<file path="config.mk">
export PLATFORM = sky130hd
export DESIGN_NAME = ram_arbiter
export DESIGN_NICKNAME = d
export VERILOG_FILES = /design/src/rtl/ram_arbiter.sv
export SDC_FILE = /design/constraint.sdc
export NUM_CORES = 1
export LEC_CHECK = 0
export CORE_AREA = 2 2 157 159
export DETAILED_ROUTE_END_ITERATION = 8
export DIE_AREA = 0 0 159 161
export GPL_TIMING_DRIVEN = 0
export SLEW_MARGIN = 20
export SYNTH_ARGS = -nofsm -noshare
export SYNTH_HDL_FRONTEND = slang
export SYNTH_SLANG_ARGS = --single-unit
</file>
<file path="constraint.sdc">
create_clock -name CLK -period 1.8 [get_ports CLK]
set_clock_uncertainty 0.05 [all_clocks]
set_input_delay 0.36 -clock CLK [delete_from_list [all_inputs] [get_ports CLK]]
set_output_delay 0.36 -clock CLK [all_outputs]
set_load 0.02 [all_outputs]
</file>
<file path="src/rtl/ram_arbiter.sv">
// ram_arbiter
// Round-robin arbiter that shares one single-port RAM between several
// cache requesters (icache/dcache of each core). One requester owns the
// RAM bus at a time. Its req_wait bit stays high until the cycle in which
// the RAM reports ACCESS.
//
// Ports:
//   CLK, RST    clock (rising edge) and asynchronous active-high reset
//   req_ren     per-requester read request
//   req_wen     per-requester write request
//   req_addr    packed addresses, requester i at [i*ADDR_W +: ADDR_W]
//   req_wdata   packed write data, requester i at [i*DATA_W +: DATA_W]
//   req_wait    1 = hold the request, 0 = access completed this cycle
//   req_rdata   shared read data, valid while the owner's req_wait is 0
//   ram_ren     RAM read strobe
//   ram_wen     RAM write strobe
//   ram_addr    RAM address
//   ram_wdata   RAM write data
//   ram_rdata   RAM read data
//   ram_state   RAM status: FREE=0, BUSY=1, ACCESS=2, ERROR=3
//   req_lock    (ARB_LOCK_EN only) keeps the grant across completions
//
// Optional feature macro: ARB_LOCK_EN. When it is defined, a locked
// requester is served back-to-back without the IDLE bubble.
module ram_arbiter #(
  parameter int NREQ   = 4,
  parameter int ADDR_W = 32,
  parameter int DATA_W = 32
) (
  input  logic                     CLK,
  input  logic                     RST,
  input  logic [NREQ-1:0]          req_ren,
  input  logic [NREQ-1:0]          req_wen,
  input  logic [NREQ*ADDR_W-1:0]   req_addr,
  input  logic [NREQ*DATA_W-1:0]   req_wdata,
  output logic [NREQ-1:0]          req_wait,
  output logic [DATA_W-1:0]        req_rdata,
  output logic                     ram_ren,
  output logic                     ram_wen,
  output logic [ADDR_W-1:0]        ram_addr,
  output logic [DATA_W-1:0]        ram_wdata,
  input  logic [DATA_W-1:0]        ram_rdata,
  input  logic [1:0]               ram_state
`ifdef ARB_LOCK_EN
  ,
  input  logic [NREQ-1:0]          req_lock
`endif
);

  localparam int GW = $clog2(NREQ);
  localparam logic [1:0] RS_ACCESS = 2'd2;
  localparam logic [1:0] RS_ERROR  = 2'd3;

  typedef enum logic {IDLE, BUSY} fsm_t;

  fsm_t            fsm, fsm_next;
  logic [GW-1:0]   g, g_next;
  logic [GW-1:0]   lg, lg_next;
  logic [NREQ-1:0] act;
  logic [NREQ-1:0] done_vec;
  logic [GW-1:0]   pick;
  logic            found;
  logic            done;
  int              idx_int;
  logic [GW-1:0]   idx;

  assign act = req_ren | req_wen;

  // The requester after the last served one has top priority. Walk
  // forward from lg+1 and wrap modulo NREQ; the first active index wins.
  // NREQ may not be a power of two, so the wrap uses an integer modulo.
  always_comb begin
    pick    = '0;
    found   = 1'b0;
    idx_int = 0;
    idx     = '0;
    for (int k = 1; k <= NREQ; k++) begin
      idx_int = (int'(lg) + k) % NREQ;
      idx     = GW'(idx_int);
      if (!found && act[idx]) begin
        found = 1'b1;
        pick  = idx;
      end
    end
  end

  // Next-state logic and RAM bus drive.
  // Everything is 0 in IDLE. In BUSY, the owner's address and data pass
  // straight through. The strobes drop as soon as the owner withdraws its
  // request. A write wins over a read when both are raised. lg advances
  // only on a completed, unlocked access. This means an error or an abort
  // leaves the same requester first in line.
  always_comb begin
    fsm_next  = fsm;
    g_next    = g;
    lg_next   = lg;
    ram_ren   = 1'b0;
    ram_wen   = 1'b0;
    ram_addr  = '0;
    ram_wdata = '0;
    req_rdata = '0;
    done      = 1'b0;
    case (fsm)
      IDLE: begin
        if (found) begin
          g_next   = pick;
          fsm_next = BUSY;
        end
      end
      BUSY: begin
        ram_addr  = req_addr[int'(g)*ADDR_W +: ADDR_W];
        ram_wdata = req_wdata[int'(g)*DATA_W +: DATA_W];
        if (!act[g]) begin
          fsm_next = IDLE;
        end else begin
          ram_wen = req_wen[g];
          ram_ren = req_ren[g] & ~req_wen[g];
          if (ram_state == RS_ACCESS) begin
            done      = 1'b1;
            req_rdata = ram_rdata;
`ifdef ARB_LOCK_EN
            if (!req_lock[g]) begin
              lg_next  = g;
              fsm_next = IDLE;
            end
`else
            lg_next  = g;
            fsm_next = IDLE;
`endif
          end else if (ram_state == RS_ERROR) begin
            fsm_next = IDLE;
          end
        end
      end
      default: fsm_next = IDLE;
    endcase
  end

  // A requester waits whenever it is active. The only exception is the
  // owner during its ACCESS cycle. A requester with no request sees 0.
  always_comb begin
    done_vec    = '0;
    done_vec[g] = done;
    req_wait    = act & ~done_vec;
  end

  // State register. Reset makes requester 0 first in line by pretending
  // the last grant went to NREQ-1.
  always_ff @(posedge CLK or posedge RST) begin
    if (RST) begin
      fsm <= IDLE;
      g   <= '0;
      lg  <= GW'(NREQ - 1);
    end else begin
      fsm <= fsm_next;
      g   <= g_next;
      lg  <= lg_next;
    end
  end

endmodule

</file>
==> flow_metrics.py <==
metrics = {
    "critical_path": {
        "critPathKind": "reg2out",
        "path_max_fanout": 8,
        "critPathCaptureType": "primary output",
        "crit_path_start_kind": "register",
        "cp_data_arrival_time_ns": 2.08,
        "required_ns": 1.39,
        "cp_slowest_stage_delay_ns": 0.48,
        "crit_slowest_cell": "or4b_4",
        "cp_cell_sequence": "buf_6, or4b_4, nand4_1, buf_4, nor2_4, buf_8, a31oi_4, buf_6",
        "crit_path_frequent_cell": "buf_6",
    },
    "synth": {
        "async_reset_ff_share_pct": 100,
        "syn_nets": 533,
        "synthFlopType": "dfrtp_1",
        "synth-edff-count": 0,
        "syn_area_per_cell_um2": 11.1,
        "yosysWarnings": 0,
        "netlist_instances": 233,
        "ys_ff_latch": 5,
        "synthesis.area_um2": 2590,
        "ys_types": 33,
        "synth-seq-area-share_pct": 4.93,
    },
    "global_route": {
        "grt_antenna_before_repair": 1,
        "grt_pass1_wl_mm": 26.7,
        "grt.overflow.total": 0,
        "grt_pass1_vias": 4516,
        "grt_max_degree": 11,
        "grt_usage_pct": 13.6,
    },
    "layout": {
        "num-nets-final": 990,
        "area_delta_synth_final_pct": 223,
        "final_common_cell": "clkdlybuf4s50_1",
        "mostFrequentLayoutCells": "293 x clkdlybuf4s50_1, 101 x buf_6, 92 x and2_4",
        "fin_util_pct": 34.9,
        "drive_gt1_share_pct": 52.0,
        "nFillCells": 2470,
    },
    "clock_network": {
        "h-tree-depth": 1,
        "root_buffer": "clkbuf_16",
        "clock_path_buffers": 2,
        "cts.clk_slew.worst_paths_ns": 0.03,
        "cts.sinks": 5,
        "cts_made_buffers": 3,
        "clk_latency_ns": 0.23,
        "cts_tree": "built",
        "holdBufCountCts": 0,
    },
    "floorplanning": {
        "start_util_pct": 10.8,
        "core_area_um2": 24000,
        "fp.dieW_um": 159,
        "num_io_pins": 402,
        "num_rows": 57,
        "die_h_um": 161,
        "dieArea_um2": 25600,
    },
    "detailed_routing": {
        "drc": 0,
        "wl_mm": 18.4,
        "wire_per_inst_um": 18.1,
        "ant_nets": 0,
        "vias": 4057,
        "first_pass_iters": 4,
        "vias_per_cell": 4.00,
        "drt_iter0_markers": 98,
    },
    "pwr": {
        "peakVddDrop_mv": 0.541,
        "total_power_mw": 10.9,
        "power_density_nw_per_um2": 1310,
        "leakage_nw": 3.37,
    },
    "min_path": {
        "hold_class": "in2async",
    },
    "sta": {
        "period_share_pct": 139,
        "setup_viol": 104,
        "final_hold_viol_count": 0,
        "grt_setup_unrepaired": "yes",
        "worst_hold_slack_ns": 0.282,
        "period_needed_ns": 2.49,
        "maxSlewViolCount": 0,
        "tightest_slew_ns": 0.516,
        "relSlewSlack_pct": 65.6,
        "fin_tns_setup_ns": -59.86,
        "max_freq_mhz": 401,
        "postLayoutSetupSlackWorst_ns": -0.694,
    },
    "outcome": {
        "status": "finished, violations left",
        "violations": "negative setup slack",
    },
    "placed_design": {
        "dp_hpwl_mm": 14.8,
        "place_congestion": 0.797,
        "port_buffers": 401,
    },
    "run": {
        "max_cap_violations": 0,
    },
}
synth_stat cells (2+ instances only):
master	count	share of area [%]
and2_1	96	23
mux4_2	66	57
clkbuf_1	16	2.3
buf_2	8	1.5
nor2_1	5	0.73
a31oi_1	4	0.97
dfrtp_1	3	2.9
inv_1	3	0.44
o21ai_0	3	0.58
buf_4	2	0.58
dfstp_2	2	2.0
nor2b_1	2	0.48
nor3_1	2	0.39
o21bai_1	2	0.58
through the flow:
step | instances | area, um2 | setup slack [ns]
5_1_grt | 1014 | 8360 | -0.769
4_1_cts | 1008 | 7880 | -0.688
6_report | 1014 | 8360 | -0.694
2_1_floorplan | 233 | 2750 | -0.103
3_3_place_gp | 958 | 7170 | -1.27
3_5_place_dp | 958 | 7170 | -1.26
registers in the layout, summed over array words and instances, names as in the netlist:
signal  flops
lg          2
fsm         1
g           2
per-layer routing:
layer,GRT usage (%),wire (um)
met1,16.3,7190
met2,24.7,9420
met3,3.34,1540
met4,2.85,230
met5,0,0
critical path: cells and delay by family, from the launching register on:
family | cells | cell delay, ns
and+or+nand+nor | 3 | 0.71
DFF | 1 | 0.41
AOI/OAI and AO/OA | 1 | 0.16
buffers and inverters | 4 | 0.57
power by group:
group / total (mW) / switching [mW] / internal (mW)
logic: 10.3 / 4.13 / 6.18
registers: 0.265 / 0.0745 / 0.191
clock network: 0.364 / 0.0738 / 0.290
total: 10.9 / 4.28 / 6.66
area by class of cell:
cell class / instances / area (um2) / share of cell area [%]
diodes: 1 / 2.50 / 0.0299
clock inverters: 1 / 5.00 / 0.0599
plain buffers: 26 / 313 / 3.74
well taps: 324 / 405 / 4.85
inverters: 3 / 11.3 / 0.135
multi-input cells: 200 / 2690 / 32.2
repair buffers: 451 / 4730 / 56.6
flip-flops and latches: 5 / 129 / 1.54
clock buffers: 3 / 75.1 / 0.898
kinds of logic after synthesis:
group,Yosys count,share of synthesized area (%)
and+or+nand+nor,115,27.7
DFF,5,4.93
AOI/OAI and AO/OA,17,4.59
muxes,67,57.9
buffers and inverters,29,4.88
final timing paths:
kind                                   start                 to  slack, ns  cells past startpoint
hold reg to reg            lg[1]$_DFFE_PP1P_  lg[1]$_DFFE_PP1P_       0.46                      2
min in group CLK                ram_state[1]      fsm$_DFF_PP0_       0.42                      2
setup reg to reg            g[1]$_DFFE_PP0P_  lg[1]$_DFFE_PP1P_      -0.65                     15
hold / removal                           RST   g[1]$_DFFE_PP0P_       0.28                      2
max in group asynchronous                RST  lg[1]$_DFFE_PP1P_       1.18                      2
setup / recovery            g[0]$_DFFE_PP0P_        req_wait[0]      -0.69                      8
timing repair:
action	in CTS	in global routing
setup endpoints to repair	106	107
setup buffers	37	5
resized for setup	609	145
cloned	9	2
pin swaps	6	8
No activity file was read; power rests on OpenSTA's default activity.
